### src/rtl/pcm_sync_pkg.sv
// Shared definitions for the PCM frame synchronizer: sync state encodings,
// default sync word width, payload byte width and small helpers.
package pcm_sync_pkg;

  typedef enum logic [1:0] {
    ST_SEARCH = 2'b00,
    ST_CHECK  = 2'b01,
    ST_LOCK   = 2'b10
  } sync_state_e;

  localparam int SYNC_W_DEFAULT = 32;
  localparam int BYTE_W         = 8;

  // A programmed frame count of zero behaves like one.
  function automatic logic [3:0] cnt_eff(input logic [3:0] cnt);
    return (cnt == 4'd0) ? 4'd1 : cnt;
  endfunction

endpackage

### src/rtl/pcm_frame_sync_if.sv
// Frame write path from the synchronizer to the frame-head timestamp
// inserter: frame-head pulse plus payload byte with its write strobe.
interface pcm_frame_sync_if;
  import pcm_sync_pkg::*;

  logic              start_o;
  logic [BYTE_W-1:0] wr_data_o;
  logic              wr_req_o;

  modport master (output start_o, output wr_data_o, output wr_req_o);
  modport slave  (input  start_o, input  wr_data_o, input  wr_req_o);

endinterface

### src/rtl/pcm_sync_corr.sv
// Registered sync word correlator: match_o is high one clock after sreg_i
// lies within the allowed Hamming distance of sync_word_i.
// Build option PCM_SYNC_ERRTOL_EN: when defined the tolerance is tol_i and a
// popcount of the difference is built; otherwise only an exact compare exists.
module pcm_sync_corr
  import pcm_sync_pkg::*;
#(
  parameter int SYNC_W = SYNC_W_DEFAULT
) (
  input  logic              clk_i,
  input  logic              rst_n_i,
  input  logic [SYNC_W-1:0] sreg_i,
  input  logic [SYNC_W-1:0] sync_word_i,
  input  logic [2:0]        tol_i,
  output logic              match_o
);

  logic match_d;
  logic match_q;

`ifdef PCM_SYNC_ERRTOL_EN
  localparam int DIST_W = $clog2(SYNC_W + 1);

  function automatic logic [DIST_W-1:0] popcount(input logic [SYNC_W-1:0] v);
    logic [DIST_W-1:0] n;
    n = '0;
    for (int i = 0; i < SYNC_W; i++) begin
      n = n + DIST_W'(v[i]);
    end
    return n;
  endfunction

  // Tolerant compare: count differing bits and compare against the tolerance.
  always_comb begin
    match_d = (popcount(sreg_i ^ sync_word_i) <= DIST_W'(tol_i));
  end
`else
  logic unused_tol;
  assign unused_tol = ^tol_i;

  // Exact compare only; the tolerance input has no effect in this build.
  always_comb begin
    match_d = (sreg_i == sync_word_i);
  end
`endif

  // Register the compare result so the decision sees a stable match.
  always_ff @(posedge clk_i or negedge rst_n_i) begin
    if (!rst_n_i) begin
      match_q <= 1'b0;
    end else begin
      match_q <= match_d;
    end
  end

  assign match_o = match_q;

endmodule

### src/rtl/pcm_frame_sync.sv
// Serial PCM frame synchronizer: search, confirm and lock onto the frame
// sync word, emit a frame-head pulse and pack payload bits into bytes.
// Build option PCM_SYNC_ERRTOL_EN (inside pcm_sync_corr) enables the
// bit-error tolerant sync compare; without it the compare is exact.
module pcm_frame_sync
  import pcm_sync_pkg::*;
#(
  parameter int SYNC_W = SYNC_W_DEFAULT,
  parameter int CNT_W  = 16
) (
  input  logic                  clk_i,
  input  logic                  rst_n_i,
  input  logic                  bit_i,
  input  logic                  bit_valid_i,
  input  logic [SYNC_W-1:0]     sync_word_i,
  input  logic [CNT_W-1:0]      frame_len_i,
  input  logic [2:0]            err_tol_i,
  input  logic [3:0]            check_cnt_i,
  input  logic [3:0]            lose_cnt_i,
  pcm_frame_sync_if.master      wr_if,
  output logic                  lock_o,
  output logic [1:0]            sync_state_o
);

  localparam int                  BIT_IDX_W = $clog2(BYTE_W);
  localparam logic [BIT_IDX_W-1:0] LAST_BIT = BIT_IDX_W'(BYTE_W - 1);
  localparam logic [CNT_W-1:0]     SYNC_LEN = CNT_W'(SYNC_W);
  localparam logic [CNT_W-1:0]     BCNT_MAX = '1;

  sync_state_e          state_q, state_d;
  logic [SYNC_W-1:0]    sreg_q, sreg_d;
  logic [CNT_W-1:0]     bcnt_q, bcnt_d, bcnt_base;
  logic [CNT_W-1:0]     frame_len_q, frame_len_d;
  logic                 strb1_q, strb1_d;
  logic                 strb2_q, strb2_d;
  logic [3:0]           hits_q, hits_d;
  logic [3:0]           misses_q, misses_d;
  logic                 start_q, start_d;
  logic [BYTE_W-1:0]    byte_q, byte_d;
  logic [BIT_IDX_W-1:0] bitcnt_q, bitcnt_d;
  logic                 byte_rdy_q, byte_rdy_d;
  logic                 wr_req_q, wr_req_d;
  logic [BYTE_W-1:0]    wr_data_q, wr_data_d;

  logic match;
  logic hit;
  logic exp_bnd;
  logic bnd_acc;
  logic pay_bit;

  // strb1 marks the cycle after a strobe (sreg/bcnt hold the new bit),
  // strb2 the cycle after that, when the registered match is available.
  pcm_sync_corr #(.SYNC_W(SYNC_W)) u_corr (
    .clk_i       (clk_i),
    .rst_n_i     (rst_n_i),
    .sreg_i      (sreg_q),
    .sync_word_i (sync_word_i),
    .tol_i       (err_tol_i),
    .match_o     (match)
  );

  // No strobe can land on the strb1 cycle, so bcnt_q still reflects the
  // strobe under decision while strb2 is high.
  assign hit     = strb2_q && match;
  assign exp_bnd = strb2_q && (bcnt_q == frame_len_q);

  // FSM state register.
  always_ff @(posedge clk_i or negedge rst_n_i) begin
    if (!rst_n_i) begin
      state_q <= ST_SEARCH;
    end else begin
      state_q <= state_d;
    end
  end

  // FSM next state with hit/miss bookkeeping and boundary acceptance.
  always_comb begin
    state_d  = state_q;
    hits_d   = hits_q;
    misses_d = misses_q;
    bnd_acc  = 1'b0;
    case (state_q)
      ST_SEARCH: begin
        if (hit) begin
          bnd_acc = 1'b1;
          hits_d  = 4'd1;
          if (4'd1 >= cnt_eff(check_cnt_i)) begin
            state_d  = ST_LOCK;
            misses_d = 4'd0;
          end else begin
            state_d = ST_CHECK;
          end
        end
      end
      ST_CHECK: begin
        if (exp_bnd) begin
          if (match) begin
            bnd_acc = 1'b1;
            hits_d  = hits_q + 4'd1;
            if ((hits_q + 4'd1) >= cnt_eff(check_cnt_i)) begin
              state_d  = ST_LOCK;
              misses_d = 4'd0;
            end
          end else begin
            state_d = ST_SEARCH;
            hits_d  = 4'd0;
          end
        end
      end
      ST_LOCK: begin
        if (exp_bnd) begin
          bnd_acc = 1'b1;
          if (match) begin
            misses_d = 4'd0;
          end else if ((misses_q + 4'd1) >= cnt_eff(lose_cnt_i)) begin
            state_d  = ST_SEARCH;
            misses_d = 4'd0;
            hits_d   = 4'd0;
          end else begin
            misses_d = misses_q + 4'd1;
          end
        end
      end
      default: begin
        state_d = ST_SEARCH;
      end
    endcase
  end

  // FSM outputs: frame head on every accepted boundary that ends in LOCK
  // (entry, good sync or flywheel); none when LOCK is being dropped.
  always_comb begin
    start_d = bnd_acc && (state_d == ST_LOCK);
  end

  assign lock_o       = (state_q == ST_LOCK);
  assign sync_state_o = state_q;

  // Bit shift register, saturating bit counter, strobe delay line and
  // frame length captured at each accepted boundary.
  always_comb begin
    sreg_d      = bit_valid_i ? {sreg_q[SYNC_W-2:0], bit_i} : sreg_q;
    bcnt_base   = bnd_acc ? '0 : bcnt_q;
    bcnt_d      = (bit_valid_i && (bcnt_base != BCNT_MAX)) ? bcnt_base + CNT_W'(1) : bcnt_base;
    frame_len_d = bnd_acc ? frame_len_i : frame_len_q;
    strb1_d     = bit_valid_i;
    strb2_d     = strb1_q;
  end

  // Payload byte packer: bits 1 .. frame_len - SYNC_W after a boundary,
  // MSB first; a partial byte is dropped at boundaries and on leaving LOCK.
  always_comb begin
    pay_bit    = strb1_q && (state_q == ST_LOCK) && (bcnt_q != '0) &&
                 (bcnt_q <= (frame_len_q - SYNC_LEN));
    byte_d     = byte_q;
    bitcnt_d   = bitcnt_q;
    byte_rdy_d = 1'b0;
    if (bnd_acc || (state_d != ST_LOCK)) begin
      bitcnt_d = '0;
    end else if (pay_bit) begin
      byte_d     = {byte_q[BYTE_W-2:0], sreg_q[0]};
      bitcnt_d   = bitcnt_q + BIT_IDX_W'(1);
      byte_rdy_d = (bitcnt_q == LAST_BIT);
    end
    wr_req_d  = byte_rdy_q;
    wr_data_d = byte_rdy_q ? byte_q : wr_data_q;
  end

  // Datapath and output registers.
  always_ff @(posedge clk_i or negedge rst_n_i) begin
    if (!rst_n_i) begin
      sreg_q      <= '0;
      bcnt_q      <= '0;
      frame_len_q <= '0;
      strb1_q     <= 1'b0;
      strb2_q     <= 1'b0;
      hits_q      <= '0;
      misses_q    <= '0;
      start_q     <= 1'b0;
      byte_q      <= '0;
      bitcnt_q    <= '0;
      byte_rdy_q  <= 1'b0;
      wr_req_q    <= 1'b0;
      wr_data_q   <= '1;
    end else begin
      sreg_q      <= sreg_d;
      bcnt_q      <= bcnt_d;
      frame_len_q <= frame_len_d;
      strb1_q     <= strb1_d;
      strb2_q     <= strb2_d;
      hits_q      <= hits_d;
      misses_q    <= misses_d;
      start_q     <= start_d;
      byte_q      <= byte_d;
      bitcnt_q    <= bitcnt_d;
      byte_rdy_q  <= byte_rdy_d;
      wr_req_q    <= wr_req_d;
      wr_data_q   <= wr_data_d;
    end
  end

  assign wr_if.start_o   = start_q;
  assign wr_if.wr_req_o  = wr_req_q;
  assign wr_if.wr_data_o = wr_data_q;

endmodule

### src/flat_wrapper.sv
// flat-port wrapper written by rule: the top's interface ports become plain ports
module pcm_frame_sync_flat import pcm_sync_pkg::*;
#(
  parameter int SYNC_W = SYNC_W_DEFAULT,
  parameter int CNT_W  = 16
)
  (clk_i, rst_n_i, bit_i, bit_valid_i, sync_word_i, frame_len_i, err_tol_i, check_cnt_i, lose_cnt_i, lock_o, sync_state_o, wr_if_start_o, wr_if_wr_data_o, wr_if_wr_req_o);
  pcm_frame_sync_if wr_if_i ();
  input  logic clk_i;
  input  logic rst_n_i;
  input  logic bit_i;
  input  logic bit_valid_i;
  input  logic [SYNC_W-1:0] sync_word_i;
  input  logic [CNT_W-1:0] frame_len_i;
  input  logic [2:0] err_tol_i;
  input  logic [3:0] check_cnt_i;
  input  logic [3:0] lose_cnt_i;
  output logic lock_o;
  output logic [1:0] sync_state_o;
  output wire logic [$bits(wr_if_i.start_o)-1:0] wr_if_start_o;
  output wire logic [$bits(wr_if_i.wr_data_o)-1:0] wr_if_wr_data_o;
  output wire logic [$bits(wr_if_i.wr_req_o)-1:0] wr_if_wr_req_o;
  assign wr_if_start_o = wr_if_i.start_o;
  assign wr_if_wr_data_o = wr_if_i.wr_data_o;
  assign wr_if_wr_req_o = wr_if_i.wr_req_o;
  pcm_frame_sync #(.SYNC_W(SYNC_W), .CNT_W(CNT_W)) u_core (.clk_i(clk_i), .rst_n_i(rst_n_i), .bit_i(bit_i), .bit_valid_i(bit_valid_i), .sync_word_i(sync_word_i), .frame_len_i(frame_len_i), .err_tol_i(err_tol_i), .check_cnt_i(check_cnt_i), .lose_cnt_i(lose_cnt_i), .wr_if(wr_if_i), .lock_o(lock_o), .sync_state_o(sync_state_o));
endmodule
### config.mk
export PLATFORM = sky130hd
export DESIGN_NAME = pcm_frame_sync_flat
export DESIGN_NICKNAME = d
export VERILOG_FILES = /design/src/rtl/pcm_sync_pkg.sv /design/src/rtl/pcm_frame_sync_if.sv /design/src/rtl/pcm_sync_corr.sv /design/src/rtl/pcm_frame_sync.sv /design/src/flat_wrapper.sv
export SDC_FILE = /design/constraint.sdc
export NUM_CORES = 1
export LEC_CHECK = 0
export BUFFER_PORTS_ARGS = -buffer_cell sky130_fd_sc_hd__buf_2
export CORE_MARGIN = 8
export CORE_UTILIZATION = 40
export CTS_BUF_LIST = sky130_fd_sc_hd__clkbuf_4 sky130_fd_sc_hd__clkbuf_8 sky130_fd_sc_hd__clkbuf_16
export DETAILED_ROUTE_END_ITERATION = 7
export GPL_TIMING_DRIVEN = 0
export PLACE_DENSITY = 0.61
export SYNTH_ARGS = -nofsm -noshare
export SYNTH_HDL_FRONTEND = slang
export SYNTH_HIERARCHICAL = 1
export SYNTH_SLANG_ARGS = --single-unit
### constraint.sdc
create_clock -name clk_i -period 3.2 [get_ports clk_i]
set_input_delay 0.32 -clock clk_i [delete_from_list [all_inputs] [get_ports clk_i]]
set_output_delay 0.32 -clock clk_i [all_outputs]
set_load 0.01 [all_outputs]
==> run metrics, run 1 <==
Overflow after GRT=0; Die Span X=133 µm; max cap viols=0; iteration-0 DRC count of the detailed router=approximately 270; Peak VDD IR=about 370 µV; Die ar.=between 15,000 and 20,000 µm²; Most common cell on crit path=nor2_2; period utilization=97.3%; Startpoint Class=register; CP max stage delay=0.68 ns; H-tree levels=3; Synth Flop Type=dfrtp_1; FF+latch area=around 2500 µm²; register area share after synthesis=a little under half; Hold WC Path Type=in2reg; Area Overhead vs Synth=23.5%; EDFF count, synth=0; Netlist cell types=around 60; Root Buffer Master=clkbuf_16; Placed Instances=between 700 and 800; CP max stage cell=or4_2; DP Worst Slack=-0.883 ns; worst-margin pin slew=around 0.57 ns; area of the multi-input gates=3040 µm²; Mapped Cells=between 500 and 600; Max Root-Sink Buffers=2; final setup margin=between 0.08 and 0.09 ns; Core ar.=between 10,000 and 15,000 µm²; cts bufs inserted=9; clock sink total=99; Synth Area per Inst=~11 µm²; fin cells=809; Cell Area, Synth=approximately 5500 µm²; routed len/inst=~16 µm; crit path DAT=roughly 3.4 ns; Tmin final=approximately 3.1 ns; maximum clock frequency=between 0.3 and 0.4 GHz; Vias=~4,200; Mapped Nets=614; Buffers on Ports=72; routed wire length=12.7 mm; Setup Skew=approximately 0.0082 ns; most frequent cells after synthesis=dfrtp_1, nand2_1, mux2_2; post-DP HPWL=between 9 and 10 mm; Final ANT Viol Nets=0; Initial Util=between 40% and 50%; Remaining DRCs=0; gpl congestion=about 0.86; TritonCTS clock tree=yes; Fin. Hold Viols=0; Buf/Inv on CP=2; first-pass GRT wire length=around 21 mm; CP Cell Sequence=or4_2 > nor2_2 > xnor2_1 > ha_1 > nand4_1 > nor2_2 > buf_4 > nand3_1 > a21oi_2 > buf_6 > nand4_4 > mux2_4; Static Leak=around 3.2 nW; PwrDens=roughly 560 nW/µm²; cell with the most instances after synthesis=dfrtp_1; DR vias/cell=about 5.2; CP required=about 3.4 ns; status=completed; share of cells above drive strength 1=33.1%; # rows=43; met3 Resource Use GR=3.43%; Worst-path clk slew=0.07 ns; Fill cells=1,289; overall routing resource usage=between 10% and 20%; Post-synth ARST share=between 90% and 100%; M1 GR Usage=roughly 18%; Yosys warnings=6; top cell type by total area after synthesis=dfrtp_1; largest net degree at the start of global routing=73; post-synth top area share=41.3%; worst-skew pair later-pin latency=between 0.3 and 0.4 ns; worst setup path class=reg2reg; worst-path fanout max=6; synthesis-stage register bit count=99; relative slew slack=between 60 and 70%; gr busiest metal=met2; vias in the first global route=between 4,000 and 5,000; fin. max-slew vios=0; Worst setup EP type=register; Final Util=about half; top post-synthesis cells by area=dfrtp_1, mux2_2, ha_1; fin nets=between 700 and 800; DIE HEIGHT=~130 µm; n_diodes=0; Final setup viols=0; CP top delay family=simple AND/OR/NAND/NOR gates; met2 usage=23.4%; antenna violations before repair=1; router iterations before antenna repair=4; I/O Pins=76
-- placed cells by master, fill, tap and decap left out, drive strengths merged, types with 3 or more instances in the layout --
| cell | count |
|---|---|
| a211oi | 4 |
| a21o | 4 |
| a21oi | 15 |
| and2 | 7 |
| buf | 98 |
| clkbuf | 22 |
| dfrtp | 91 |
| dfstp | 8 |
| ha | 34 |
| inv | 27 |
| mux2 | 49 |
| mux2i | 3 |
| nand2 | 57 |
| nand2b | 4 |
| nand3 | 13 |
| nand4 | 14 |
| nor2 | 20 |
| nor3 | 10 |
| nor3b | 3 |
| nor4 | 16 |
| o211ai | 3 |
| o21a | 4 |
| o21ai | 20 |
| or3 | 3 |
| or4 | 4 |
| xnor2 | 15 |
| xor2 | 47 |
-- what timing repair did --
item / 4_1_cts / 5_1_grt
buffers inserted: 6 / 17
hold endpoints to repair: 27 / 0
hold buffers: 1 / 0
endpoints found under the setup margin: 28 / 23
pin swaps: 5 / 13
gates cloned: 0 / 1
gates resized for setup: 17 / 23
-- metal layers --
layer | up-vias | wire [µm] | share of wire, %
met1 | 2070 | 5790 | 46
li1 | 2054 | - | -
met2 | 96 | 6180 | 49
met4 | 2 | 223 | 1.8
met3 | 23 | 524 | 4.1
met5 | - | 10 | 0.079
-- flip-flops by register name, summed over array words and instances, names as in the netlist --
name                    count
u_core/byte_q               8
u_core/strb1_q              1
u_core/bitcnt_q             3
u_core/strb2_q              1
u_core/wr_if.start_o        1
u_core/sync_state_o         2
u_core/wr_if.wr_req_o       1
u_core/misses_q             4
u_core/frame_len_q         16
u_core/byte_rdy_q           1
u_core/hits_q               4
u_core/sreg_q              32
u_core/u_corr/match_o       1
u_core/bcnt_q              16
u_core/wr_if.wr_data_o      8
-- report_power, final --
group / internal (mW) / switching, mW / leakage (nW)
Combinational: 0.463 / 0.447 / 1.81
Sequential: 1.47 / 0.227 / 1.19
Clock: 0.705 / 0.489 / 0.159
Total: 2.64 / 1.16 / 3.16
-- stage by stage --
| step | cell area (µm²) | power, mW | setup TNS [ns] | hold slack [ns] |
|---|---|---|---|---|
| 2_1_floorplan | 5520 | 2.24 | 0 | 0.0244 |
| 3_3_place_gp | 6100 | 2.48 | -11.81 | 0.370 |
| 3_5_place_dp | 6130 | 2.53 | -13.71 | 0.286 |
| 4_1_cts | 6590 | 3.76 | 0 | 0.0790 |
| 5_1_grt | 6810 | 4.04 | -0.0843 | 0.0790 |
| 6_report | 6810 | 3.80 | 0 | 0.0909 |
-- final timing paths --
kind                                        start                        end  slack (ns)  cells past startpoint
max reg2reg                u_core/frame_len_q[12]           u_core/byte_q[3]        0.09                     12
min reg2reg                     u_core/byte_rdy_q      u_core/wr_if.wr_req_o        0.39                      0
max in group asynchronous                 rst_n_i  u_core/wr_if.wr_data_o[7]        2.02                      3
max                        u_core/frame_len_q[12]           u_core/byte_q[3]        0.09                     12
min                                   bit_valid_i             u_core/strb1_q        0.09                      1
min in group asynchronous                 rst_n_i           u_core/sreg_q[7]        0.45                      2
-- layout make-up --
cell class / instances / share of cell area [%]
clock inverters: 6 / 1.41
clock buffers: 10 / 3.42
well taps: 180 / 3.31
inverters: 24 / 1.32
repair buffers: 97 / 8.47
multi-input cells: 379 / 44.6
plain buffers: 14 / 0.864
flip-flops and latches: 99 / 36.6
-- cell families (layout without fill, tap and decap cells) --
family | after synthesis | in the layout | share of synthesized area, %
and+or+nand+nor | 162 | 163 | 15.5
buffers and inverters | 40 | 151 | 2.84
DFF | 99 | 99 | 45.1
muxes | 52 | 52 | 10.6
xor gates and xnor gates | 62 | 62 | 9.85
adders and majority gates | 34 | 34 | 7.72
AOI/OAI and AO/OA | 68 | 68 | 8.45
(Power assumes the default switching activity.)
==> run 2, diff against run 1 <==
CTS_CLUSTER_SIZE = 30   (was default)
PLACE_DENSITY = 0.59   (was 0.61)
clock period = 2.9 ns   (was 3.2 ns; I/O delays follow)
==> run metrics, run 2 (same netlist as run 1, synthesis figures left out) <==
status=finished with violations; failing checks=setup timing; router iterations before antenna repair=4; PwrDens=~590 nW/µm²; most frequent cells in the layout=dfrtp_1, buf_2, nand2_1, mux2_2, xor2_1; DIE HEIGHT=133 µm; first-pass GRT wire length=between 20 and 25 mm; gpl congestion=between 0.8 and 0.9; Remaining DRCs=0; worst setup path class=reg2reg; Fin. Hold Viols=0; commonest non-fill, non-tap cell in the layout=dfrtp_1; Largest Register=u_core/sreg_q; # rows=43; CP required=around 3.1 ns; final setup margin=-0.0932 ns; Peak VDD IR=about 400 µV; worst-margin pin slew=roughly 0.63 ns; maximum clock frequency=~0.33 GHz; DR vias/cell=5.24; Top Registers=u_core/sreg_q x32, u_core/bcnt_q x16, u_core/frame_len_q x16; WHS Path Cells=1; period utilization=103%; Final ANT Viol Nets=0; antenna violations before repair=1; Vias=between 4,000 and 5,000; vias in the first global route=~4,400; Hold Crit Start=bit_valid_i; Die ar.=17,800 µm²; n_diodes=0; RR Endpoint=u_core/byte_q[0]; routed wire length=about 14 mm; Final Cell Area=between 7000 and 8000 µm²; post-DP HPWL=9.39 mm; cts bufs inserted=9; worst flop-to-flop path startpoint=u_core/frame_len_q[10]; Root Buffer Master=clkbuf_16; Overflow after GRT=0; Setup Skew=roughly 0.007 ns; fin. max-slew vios=0; largest net degree at the start of global routing=64; RSZ-0062 raised after global routing=yes; Fin Setup TNS=-0.641 ns; Tmin final=between 2 and 3 ns; Hold EP=u_core/strb1_q; worst-skew pair later-pin latency=0.36 ns; Die Span X=133 µm; Initial Util=~40%; max cap viols=0; Worst R2R Setup Slack=-0.09 ns; FF-to-FF path depth=12; share of cells above drive strength 1=between 40 and 50%; number of flip-flops in the largest register=32; Worst-path clk slew=0.07 ns; routed len/inst=between 15 and 20 µm; Final Util=roughly 53%; overall routing resource usage=15.1%; Core ar.=13,700 µm²; Worst setup EP type=register; Area Overhead vs Synth=30.2%; H-tree levels=3; Placed Area=roughly 6300 µm²; relative slew slack=57.6%; Hold WC Path Type=in2reg; TritonCTS clock tree=yes; Static Leak=approximately 3.3 nW; iteration-0 DRC count of the detailed router=205; clock sink total=99; Final setup viols=10; I/O Pins=76; worst-path fanout max=5; Startpoint Class=register; crit path DAT=roughly 3.2 ns; Buffers on Ports=between 70 and 80; Max Root-Sink Buffers=2; fin nets=approximately 740
-- run 2: cell count changes in the layout (fill, tap and decap cells not counted), sizes merged --
cell,delta
buf,+17
bufinv,-2
inv,+1
-- run 2: layout make-up --
class                      instances  area (µm²)
buffer                            12        62.6
clock buffer                      11         246
clock inverter                     5        45.0
fill                            1235        6490
inverter                          24        90.1
multi-input combinational        379        3270
sequential                        99        2500
tap                              180         225
timing repair buffer             115         731
-- run 2: per-stage QoR --
stage                     total power [mW]  std cells  setup slack, ns  hold WS (ns)
after CTS                             4.15        807          -0.0675        0.0394
final                                 4.20        825          -0.0932        0.0561
after global placement                2.79        769           -0.428         0.371
after detailed placement              2.84        770           -0.442         0.303
after floorplan                       2.52        517         -0.00199      -0.00559
after global routing                  4.44        825           -0.208        0.0388
-- run 2: timing repair --
action / 4_1_cts / 5_1_grt
hold buffers: 1 / 0
endpoints found under the setup margin: 28 / 28
pin swaps: 21 / 15
resized for setup: 29 / 44
endpoints found under the hold margin: 36 / 0
buffers inserted: 22 / 19
gates cloned: 2 / 0
-- run 2: power by group --
part / total [mW] / internal (mW) / switching, mW
Clock: 1.19 / 0.631 / 0.563
Combinational: 1.13 / 0.590 / 0.543
Sequential: 1.88 / 1.62 / 0.255
-- run 2: how the worst max path moves through the flow --
stage                      startpoint               end  slack (ns)  cells past startpoint
2_1_floorplan        u_core/bcnt_q[5]  u_core/bcnt_q[7]      -0.002                     14
3_3_place_gp    u_core/frame_len_q[7]  u_core/byte_q[0]       -0.43                     11
3_5_place_dp    u_core/frame_len_q[5]  u_core/byte_q[0]       -0.44                     13
4_1_cts         u_core/frame_len_q[5]  u_core/byte_q[0]       -0.07                     13
5_1_grt         u_core/frame_len_q[6]  u_core/byte_q[0]       -0.21                     12
6_report       u_core/frame_len_q[10]  u_core/byte_q[0]       -0.09                     12
-- run 2: per-layer routing --
layer  global-route usage [%]  share of wire, %
met3                     3.43               4.3
met5                        0             0.074
met2                     24.7                49
met1                     18.8                45
met4                     6.11               1.3
-- run 2: critical path: stages, from the launching register on --
cell and delay, ns:
dfrtp_2 0.43, nor3_4 0.19, nand3b_1 0.17, nor3_2 0.17, xnor2_1 0.15, ha_1 0.27
a21o_1 0.16, a21o_1 0.16, a21oi_2 0.19, o221ai_2 0.14, a21oi_4 0.31, nand4_4 0.20
mux2_4 0.33
==> run 3, diff against run 2 <==
REMOVE_ABC_BUFFERS = 1   (was default)
==> run metrics, run 3 (same netlist as run 1, synthesis figures left out) <==
status=finished with violations; failing checks=setup timing; Worst setup EP type=register; Top Registers=u_core/sreg_q x32, u_core/bcnt_q x16, u_core/frame_len_q x16; Worst-path clk slew=0.07 ns; iteration-0 DRC count of the detailed router=254; RSZ-0062 raised after global routing=yes; DIE HEIGHT=roughly 130 µm; cts bufs inserted=9; n_diodes=0; post-DP HPWL=8.80 mm; maximum clock frequency=roughly 0.33 GHz; PwrDens=between 500 and 600 nW/µm²; router iterations before antenna repair=4; worst-skew pair later-pin latency=0.35 ns; max cap viols=0; Remaining DRCs=0; worst-margin pin slew=0.882 ns; crit path DAT=between 3 and 4 ns; CP max stage cell=or4_4; I/O Pins=76; largest net degree at the start of global routing=64; worst-path fanout max=5; Hold WC Path Type=in2reg; routed wire length=about 13 mm; Setup Skew=0.00955 ns; Die ar.=roughly 18,000 µm²; CP max stage delay=0.48 ns; Buffers on Ports=between 70 and 80; Placed Instances=754; fin. max-slew vios=0; Core ar.=13,700 µm²; fin nets=approximately 730; final hold slack=0.138 ns; Fin. Hold Viols=0; TritonCTS clock tree=yes; Most common cell on crit path=buf_4; H-tree levels=3; Area Overhead vs Synth=27.6%; number of flip-flops in the largest register=32; fin cells=813; Initial Util=between 40% and 50%; Startpoint Class=register; Tmin final=~3 ns; worst setup path class=reg2reg; commonest non-fill, non-tap cell in the layout=dfrtp_1; relative slew slack=between 40% and 50%; CP top delay family=simple AND/OR/NAND/NOR gates; clock sink total=a little under 100; vias in the first global route=about 4,500; share of cells above drive strength 1=a little under 40%; # rows=between 40 and 50; Max Root-Sink Buffers=2; Largest Register=u_core/sreg_q; Buf/Inv on CP=2; DR vias/cell=~5.3; first-pass GRT wire length=around 22 mm; final setup margin=-0.170 ns; CP Cell Sequence=buf_4 > xor2_1 > nor4_4 > nand4_4 > o21ai_4 > and2_4 > nor2_4 > ha_4 > nand3_4 > a211oi_4 > buf_4 > or4_4 > a21oi_2; DP Worst Slack=-1.96 ns; Root Buffer Master=clkbuf_16; CP required=between 3 and 4 ns; Vias=~4,300; Static Leak=between 3 and 4 nW; most frequent cells in the layout=dfrtp_1, buf_2, nand2_1, mux2_2, xor2_1; Peak VDD IR=~370 µV; Final ANT Viol Nets=0; gpl congestion=approximately 0.76; overall routing resource usage=between 10% and 20%; Final setup viols=15; routed len/inst=~16 µm; Die Span X=133 µm; antenna violations before repair=0; Overflow after GRT=0; period utilization=106%
-- run 3: cell count changes in the layout (fill, tap and decap cells not counted), moves of 3 or more --
| cell | delta |
|---|---|
| dfrtp_1 | +3 |
| or3_1 | -3 |
| clkbuf_1 | -9 |
| or3_4 | +3 |
| a21oi_2 | +3 |
| ha_4 | -3 |
| a21oi_1 | -3 |
| dfrtp_2 | -3 |
| o21ai_1 | +4 |
-- run 3: layout make-up --
cell class                      count  area (µm²)
Fill cell                        1267        6630
Sequential cell                    99        2500
Inverter                           24        90.1
Clock buffer                       10         233
Tap cell                          180         225
Timing Repair Buffer              114         719
Multi-Input combinational cell    380        3200
Clock inverter                      6        71.3
-- run 3: timing repair --
item,in CTS,in global routing
endpoints found under the setup margin,44,26
pin swaps,19,29
endpoints found under the hold margin,36,0
cloned,2,0
resized for setup,47,34
setup buffers,30,11
hold buffers,1,0
-- run 3: routing by layer --
metal	vias to the layer above	track usage, %	wire, µm
met4	0	6.49	234
met2	105	24.5	6450
li1	2062	-	-
met5	-	0	0
met1	2102	19.2	5930
met3	23	3.31	733
-- run 3: power breakdown --
part	switching (mW)	leakage, nW	internal [mW]
Sequential	0.247	1.19	1.62
Clock	0.551	0.149	0.690
Combinational	0.529	1.93	0.569
-- run 3: per-stage QoR --
| step | cell area (µm²) | util (%) | TNS (ns) | power, mW |
|---|---|---|---|---|
| after floorplan | 5450 | - | -10.59 | 2.47 |
| after global placement | 6030 | 44.1 | -33.84 | 2.73 |
| after detailed placement | 6060 | 44.4 | -37.85 | 2.78 |
| after CTS | 6840 | 50.0 | -0.660 | 4.18 |
| after global routing | 7030 | 51.5 | -3.33 | 4.45 |
| final | 7030 | 51.5 | -1.05 | 4.21 |
-- run 3: final timing paths --
check	depth (start not counted)	slack, ns	end	startpoint
max in group asynchronous	3	1.70	u_core/wr_if.wr_data_o[2]	rst_n_i
min in group asynchronous	2	0.47	u_core/frame_len_q[1]	rst_n_i
setup reg to reg	13	-0.17	u_core/bcnt_q[5]	u_core/frame_len_q[8]
hold / removal	3	0.14	u_core/frame_len_q[9]	frame_len_i[9]
hold reg to reg	0	0.39	u_core/strb2_q	u_core/strb1_q
setup / recovery	13	-0.17	u_core/bcnt_q[5]	u_core/frame_len_q[8]
-- run 3: worst min-delay path: stages --
cell,delay (ns)
buf_2,0.07
nand2_1,0.04
nand2_1,0.05
